--- config.mk ---
export PLATFORM = sky130hd
export DESIGN_NAME = rdb_pair_arb
export DESIGN_NICKNAME = d
export VERILOG_FILES = /design/src/rtl/rdb_pair_arb.sv
export SDC_FILE = /design/constraint.sdc
export NUM_CORES = 1
export LEC_CHECK = 0
export CAP_MARGIN = 20
export CORE_MARGIN = 8
export CORE_UTILIZATION = 35
export CTS_BUF_LIST = sky130_fd_sc_hd__clkbuf_16
export DETAILED_ROUTE_END_ITERATION = 10
export RECOVER_POWER = 50
export SYNTH_ARGS = -nofsm -noshare
export SYNTH_HDL_FRONTEND = slang
export SYNTH_SLANG_ARGS = --single-unit
--- constraint.sdc ---
create_clock -name clk -period 8.97 [get_ports clk]
set_input_delay 0.897 -clock clk [delete_from_list [all_inputs] [get_ports clk]]
set_output_delay 0.897 -clock clk [all_outputs]
set_load 0.02 [all_outputs]
--- src/rtl/rdb_pair_arb.sv ---
// Per-pair round-robin arbiter feeding the RDB: each channel buffers beats in a small FIFO,
// each pair merges its two channels into one registered output. Optional macro: RDB_PAIR_ARB_COLLISION_CNT_EN.
package rdb_pair_arb_pkg;
   typedef logic [31:0] group_data_pld_t;
endpackage

module rdb_pair_arb
   import rdb_pair_arb_pkg::*;
#(
   parameter int unsigned NUM_PAIR   = 4,
   parameter int unsigned FIFO_DEPTH = 2
) (
   input  logic                    clk,
   input  logic                    rst,
   input  logic [2*NUM_PAIR-1:0]   in_vld,
   input  group_data_pld_t         in_pld [2*NUM_PAIR],
   output logic [NUM_PAIR-1:0]     out_vld,
   output group_data_pld_t         out_pld [NUM_PAIR],
   input  logic [NUM_PAIR-1:0]     out_rdy,
   output logic [2*NUM_PAIR-1:0]   ovf_err,
   input  logic                    err_clr,
   output logic                    idle,
   output logic [16*NUM_PAIR-1:0]  collision_cnt
);

   localparam int unsigned NUM_CH = 2 * NUM_PAIR;
   localparam int unsigned AW     = $clog2(FIFO_DEPTH);
   localparam int unsigned PW     = AW + 1;
   localparam logic [PW-1:0] PTR_MSB = PW'(1) << AW;

   group_data_pld_t        mem  [NUM_CH][FIFO_DEPTH];
   group_data_pld_t        head [NUM_CH];
   logic [PW-1:0]          wr_ptr [NUM_CH];
   logic [PW-1:0]          rd_ptr [NUM_CH];
   logic [NUM_CH-1:0]      empty;
   logic [NUM_CH-1:0]      full;
   logic [NUM_CH-1:0]      pop;
   logic [NUM_CH-1:0]      accept;
   logic [NUM_CH-1:0]      ovf_set;
   logic [NUM_PAIR-1:0]    rr_ptr;
   logic [NUM_PAIR-1:0]    grant;
   logic [NUM_PAIR-1:0]    grant_hi;

   // FIFO status: full when pointers differ only in the wrap bit
   always_comb begin
      empty = '0;
      full  = '0;
      for (int unsigned c = 0; c < NUM_CH; c++) begin
         empty[c] = (wr_ptr[c] == rd_ptr[c]);
         full[c]  = ((wr_ptr[c] ^ rd_ptr[c]) == PTR_MSB);
         head[c]  = mem[c][rd_ptr[c][AW-1:0]];
      end
   end

   // Arbitration: rr_ptr only matters when both heads compete
   always_comb begin
      grant    = '0;
      grant_hi = '0;
      pop      = '0;
      for (int unsigned p = 0; p < NUM_PAIR; p++) begin
         grant[p]    = (!out_vld[p] || out_rdy[p]) && !(empty[2*p] && empty[2*p+1]);
         grant_hi[p] = empty[2*p] || (!empty[2*p+1] && rr_ptr[p]);
         pop[2*p]    = grant[p] && !grant_hi[p];
         pop[2*p+1]  = grant[p] && grant_hi[p];
      end
   end

   // A push into a full FIFO survives only if the same edge pops it
   always_comb begin
      accept  = '0;
      ovf_set = '0;
      for (int unsigned c = 0; c < NUM_CH; c++) begin
         accept[c]  = in_vld[c] && (!full[c] || pop[c]);
         ovf_set[c] = in_vld[c] && full[c] && !pop[c];
      end
   end

   always_ff @(posedge clk) begin
      for (int unsigned c = 0; c < NUM_CH; c++) begin
         if (accept[c]) begin
            mem[c][wr_ptr[c][AW-1:0]] <= in_pld[c];
         end
      end
   end

   always_ff @(posedge clk or posedge rst) begin
      if (rst) begin
         for (int unsigned c = 0; c < NUM_CH; c++) begin
            wr_ptr[c] <= '0;
            rd_ptr[c] <= '0;
         end
         ovf_err <= '0;
      end else begin
         for (int unsigned c = 0; c < NUM_CH; c++) begin
            if (accept[c]) begin
               wr_ptr[c] <= wr_ptr[c] + PW'(1);
            end
            if (pop[c]) begin
               rd_ptr[c] <= rd_ptr[c] + PW'(1);
            end
         end
         // set wins over a coincident clear
         ovf_err <= ovf_set | (ovf_err & ~{NUM_CH{err_clr}});
      end
   end

   always_ff @(posedge clk or posedge rst) begin
      if (rst) begin
         rr_ptr  <= '0;
         out_vld <= '0;
         for (int unsigned p = 0; p < NUM_PAIR; p++) begin
            out_pld[p] <= '0;
         end
      end else begin
         for (int unsigned p = 0; p < NUM_PAIR; p++) begin
            if (grant[p]) begin
               out_vld[p] <= 1'b1;
               out_pld[p] <= grant_hi[p] ? head[2*p+1] : head[2*p];
               rr_ptr[p]  <= ~grant_hi[p];
            end else if (out_rdy[p]) begin
               out_vld[p] <= 1'b0;
            end
         end
      end
   end

   assign idle = (&empty) && !(|out_vld);

`ifdef RDB_PAIR_ARB_COLLISION_CNT_EN
   logic [15:0] coll_q [NUM_PAIR];

   always_ff @(posedge clk or posedge rst) begin
      if (rst) begin
         for (int unsigned p = 0; p < NUM_PAIR; p++) begin
            coll_q[p] <= '0;
         end
      end else begin
         for (int unsigned p = 0; p < NUM_PAIR; p++) begin
            if (err_clr) begin
               coll_q[p] <= '0;
            end else if (in_vld[2*p] && in_vld[2*p+1] && (coll_q[p] != '1)) begin
               coll_q[p] <= coll_q[p] + 16'd1;
            end
         end
      end
   end

   always_comb begin
      collision_cnt = '0;
      for (int unsigned p = 0; p < NUM_PAIR; p++) begin
         collision_cnt[16*p +: 16] = coll_q[p];
      end
   end
`else
   assign collision_cnt = '0;
`endif

endmodule

# Word level (Yosys, flattened, before mapping)
# Memories as Yosys holds them, arrays and structs flattened.
# Index checks and enable logic that the tools add are counted.
[op_classes] n_addsub=16 magnitude_cmp=24 n_eq_ne=16 mux=68 n_bitwise=31 n_reduce_logical=108
[op_table] operator="32-bit two-way mux" n=36
[op_table] operator="64-bit two-way mux" n=8
[op_table] operator="32-bit demux with 1-bit select" n=8
[op_table] operator="1-bit logical AND" n=53
[op_table] operator="1-bit zero test" n=33
[op_table] operator="2-bit by 1-bit adder with 2-bit output, second input constant" n=16
[op_table] operator="2-bit greater-or-equal comparator, second input constant" n=16
[op_table] operator="1-bit inverter with 2-bit output" n=16
[op_table] operator="2-bit == test" n=8
[op_table] operator="2-bit == test, second input constant" n=8
[op_table] operator="1-bit logical OR" n=16
[op_table] operator="2-bit by 1-bit less-than comparator with 1-bit output, second input constant" n=8
[op_table] operator="1-bit two-way mux" n=16
[op_table] operator="2-bit bitwise XOR" n=8
[op_table] operator="8-bit bitwise AND" n=1
[op_table] operator="8-bit inverter" n=1
[op_table] operator="8-bit bitwise OR" n=1
[op_table] operator="8-bit AND reduction" n=1
[op_table] operator="2-bit nonzero test" n=4
[op_table] operator="1-bit inverter" n=4
[op_table] operator="4-bit OR reduction" n=1
[word_totals] register_bits=176 mem_bits_rw=512 inputBits=271 output_inout_bits=205 mem_count=1
[memory_table] name="mem" depth=8 width=64 read_ports=8 rd_clocked_by_memory_dff=0 wr=8 line="31" rtl="group_data_pld_t mem [NUM_CH][FIFO_DEPTH];"

# Depth between registers and ports, before layout
[depth] ltp_word=10 depth_mapped=7 depth_no_buf=4

# Worst setup path after synthesis
# OpenSTA, ideal clock, no wires.
[synth_path] path_type="in2reg" startpoint="input out_rdy[0]" endpoint="memory mem[0][64] (netlist bit), enable pin" setup_time_ps=432 t_arrival_ps=3031 setup_slack_ps=5507 stages=4 path_buffers=1 cell_sequence="nand2b_1 > clkbuf_1 > a21oi_1 > a21oi_1"
[synth_lines] item="start: declaration" line="19" rtl="input logic [NUM_PAIR-1:0] out_rdy,"
[synth_lines] item="end: declaration" line="31"

# Worst setup path in the final report
[layout_path] startpoint="register rd_ptr[2] (netlist bit)" endpoint="output idle"
[layout_between] elab_chain_cells=3
[layout_lines] item="start: declaration" line="34" rtl="logic [PW-1:0] rd_ptr [NUM_CH];"
[layout_lines] item="start signal: indexed assignment" line="99" rtl="rd_ptr[c] <= rd_ptr[c] + PW'(1);"
[layout_lines] item="2-bit == test" line="49" rtl="empty[c] = (wr_ptr[c] == rd_ptr[c]);"
[layout_lines] item="8-bit AND reduction" line="127" rtl="assign idle = (&empty) && !(|out_vld);"
[layout_lines] item="1-bit logical AND" line="127"
[layout_lines] item="end: declaration" line="22" rtl="output logic idle,"
# Every way passes these cells.

==> results.tsv <==
stage	metric	value	unit
status	result of the run	complete, but fails checks	
status	violated checks	max-capacitance violations, max-slew violations	
setup_path	cell with the largest stage delay on the worst path	clkbuf_1	
global_route	pin count of the biggest net entering global routing	68	
setup_path	Critical R2R Capture	rd_ptr[11]	
timing	actual transition at the worst max-transition pin	3.29	ns
global_route	Remaining Overflow, GRT	0	
timing	RSZ-0062 raised after global routing	no	
timing	maximum clock rate	170	MHz
timing	tightest slew margin relative to the limit	-1.19	
cells_and_area	fraction of layout instances using a drive strength above 1	0.110	
setup_path	crit path kind	reg -> out	
detailed_routing	total DRC errors in the routed layout	0	
yosys	synthesized instance count	1687	
timing	post-route fraction of the period consumed by the critical path	0.657	
global_route	overall track demand over capacity in global routing	0.162	
yosys	top cells by area in the synthesized netlist	edfxtp_1 57%, dfrtp_1 16%, mux2i_1 4.9%	
floorplan	area inside the core boundary	0.0761	mm2
setup_path	longest individual stage delay on the worst path	2.18	ns
cells_and_area	layout overhead on the synthesized area	28.2	%
setup_path	WP depth	5	
yosys	Synth Flop Type	edfxtp_1	
floorplan	cell row count	101	
setup_path	critical path, cell by cell	clkbuf_1 > xor2_1 > nor4_1 > and4_1 > clkdlybuf4s50_1	
timing	hold_ws	0.488	ns
detailed_routing	overall routed net length	72.3	mm
yosys	EDFF count, synth	512	
detailed_routing	routed length per placed instance	22.6	um
timing	final critical delay including setup and external delays	5.89	ns
yosys	average size of a mapped cell	16.0	um2
clocking	post-CTS setup buffers	0	
detailed_routing	average via count per standard cell	5.04	
cells_and_area	final cell area excluding filler cells	0.0345	mm2
min_path	end point of the worst hold path	out_pld[124]	
yosys	Yosys Warn Count	0	
clocking	number of gates given a new drive strength after cts	0	
clocking	hold buffer count at CTS	0	
clocking	TritonCTS Buffers	76	
detailed_routing	Vias	16100	
floorplan	height of the chip	293	um
timing	Max Clock Skew	0.0225	ns
floorplan	area of the die	0.0861	mm2
clocking	clock edge transition at the registers on the reported setup and hold paths	0.06	ns
yosys	#FFs+latches synth	688	
power_and_ir_drop	cell area power density	373	mW/mm2
cells_and_area	fraction of the core area covered by cells at the end of the flow	0.454	
clocking	cell at the root of the clock tree	clkbuf_16	
yosys	share of synthesized registers carrying an async set or reset	0.256	
setup_path	CP Data Required Time	8.07	ns
yosys	Post-Syn Area	0.0269	mm2
detailed_routing	Antenna Nets Post-Route	0	
setup_path	startpoint of the lowest-slack register-to-register path	rd_ptr[10]	
place	number of buffers added on ports	411	
power_and_ir_drop	P_leak	12.6	nW
yosys	number of distinct library cells after synthesis	51	
clocking	CTS tree	built	
power_and_ir_drop	sum of internal, switching and leakage power	12.9	mW
setup_path	startpoint class of the critical path	register	
floorplan	Die Wd	293	um
place	placed inst area	0.0320	mm2
clocking	number of levels in the clock H-tree	3	
clocking	worst skew pair latency	0.61	ns
timing	total negative setup slack	0	ns
timing	hold violation count in the final report	0	
power_and_ir_drop	maximum vdd drop	0.000250	V
place	HPWL after detailed placement	46.9	mm
clocking	Num Clock Sinks	688	
setup_path	buffers plus inverters on the worst setup path	2	
setup_path	family with the most delay on the worst path	buffers and inverters	
yosys	register area share after synthesis	0.734	
global_route	via count of the first global-routing pass	17400	
min_path	path class of the lowest-slack min-delay path	reg -> reg	
timing	Final Slew Violations	359	
setup_path	endpoint class of the critical path	output port	
floorplan	I/O pins	476	
yosys	post-synth top area cell	edfxtp_1	
setup_path	arrival time at the worst endpoint	4.99	ns
min_path	Worst Hold Depth	2	
detailed_routing	DR pass1 iterations	5	
cells_and_area	fin nets	2371	
setup_path	depth of the worst register-to-register path	5	
timing	total of endpoints with negative setup slack in the final report	0	
yosys	proportion of netlist area held by the largest area contributor	0.571	
floorplan	starting utilization of the core area	0.354	
setup_path	maximum net fanout on the critical path	40	
min_path	Hold Startpoint	out_pld[124]	
detailed_routing	count of routing violations after the opening detailed-route iteration	944	
job	max-cap viol count	9	
global_route	initial antenna violation count	14	
clocking	maximum count of clock buffers along a single path	3	
setup_path	worst reg2reg setup slack	3.29	ns
place	Routability Congestion	0.767	
global_route	global-route wire length before repair	108	mm
[per-layer routing]
metal  up-vias  track usage  routed length, um
met5         -            0                 78
met4        12       0.0426               1360
met3       102       0.0447               5240
met2       497        0.285              36900
met1      8171        0.196              28800
li1       7337            -                  -
[synthesized netlist by cell type, types with 2 or more instances]
| cell | number |
|---|---|
| clkbuf_1 | 32 |
| a211o_1 | 5 |
| mux2_2 | 64 |
| mux2i_1 | 133 |
| o41ai_2 | 3 |
| nand2b_1 | 9 |
| buf_6 | 2 |
| nand3_1 | 136 |
| or4_1 | 2 |
| nand2_1 | 92 |
| edfxtp_1 | 512 |
| o21ai_2 | 3 |
| nand4_1 | 65 |
| o311ai_0 | 3 |
| nor4_1 | 3 |
| o21ai_1 | 2 |
| buf_1 | 8 |
| nand2_2 | 2 |
| o221ai_1 | 64 |
| nor2b_1 | 7 |
| buf_4 | 67 |
| a21o_1 | 14 |
| nor2_1 | 21 |
| xnor2_1 | 28 |
| a21oi_1 | 13 |
| a22o_1 | 7 |
| buf_2 | 65 |
| a211oi_2 | 5 |
| xor2_2 | 3 |
| nand3b_1 | 7 |
| xor2_1 | 13 |
| o31a_1 | 5 |
| o311ai_1 | 4 |
| o211ai_1 | 4 |
| dfrtp_1 | 176 |
| a21oi_2 | 2 |
| a211oi_1 | 4 |
| inv_1 | 9 |
| o21ai_0 | 9 |
| o21a_1 | 10 |
| a32oi_1 | 64 |
[registers in the layout (all words and copies together), names as in the netlist]
register	count
ovf_err	8
rr_ptr	4
rd_ptr	16
mem	512
out_pld	128
out_vld	4
wr_ptr	16
[through the flow]
step	setup WS, ns	instances
5_1_grt	2.61	3194
6_report	3.08	3198
3_5_place_dp	4.83	3049
2_1_floorplan	3.30	1750
4_1_cts	4.15	3191
3_3_place_gp	4.93	3048
[power breakdown]
group          leakage, nW  total, mW  internal, mW  switching, mW
Sequential            6.90       5.13          4.59          0.540
Combinational         4.48       4.72          1.77           2.95
Clock                 1.25       3.03          1.75           1.28
[worst max path at each step]
stage	start	to
4_1_cts	rd_ptr[4]	idle
2_1_floorplan	rst	out_pld[0]
6_report	rd_ptr[2]	idle
3_5_place_dp	rd_ptr[4]	idle
3_3_place_gp	rd_ptr[4]	idle
5_1_grt	rd_ptr[2]	idle
[layout by cell type, fill, tap and decap left out, drive strengths merged, types with 9 or more instances in the layout]
cell type / count
xnor2: 28
inv: 25
a32oi: 64
dfrtp: 176
clkbuf: 84
nand2: 94
a211oi: 9
edfxtp: 512
nor2: 21
nand2b: 9
mux2i: 133
clkdlybuf4s50: 106
o21a: 11
dlygate4sd3: 305
o21ai: 14
nand4: 65
mux2: 64
xor2: 16
o221ai: 64
buf: 28
a21o: 14
nand3: 136
clkinv: 39
a21oi: 15
conb: 64
[worst min-delay path: stages (launching register included)]
cell,delay (ns)
dfrtp_1,0.34
nand2_1,0.05
o221ai_1,0.06
[cell families (layout without fill, tap and decap cells)]
family	after synthesis	after routing	share of synthesized area
AOI/OAI and AO/OA	228	228	0.0718
DFF	688	688	0.734
buffers and inverters	183	597	0.0384
xor gates and xnor gates	44	44	0.0151
other	1	68	0.000139
and+or+nand+nor	346	346	0.0640
muxes	197	197	0.0762
[final cells by class]
type / count / area (um2)
fill: 6657 / 41600
timing repair buffer: 446 / 4420
tap: 1030 / 1290
multi-input combinational: 879 / 6520
sequential: 688 / 19800
antenna: 4 / 10.0
clock buffer: 77 / 1930
clock inverter: 65 / 533
inverter: 9 / 35.0
No activity file was read; power rests on OpenSTA's default activity.
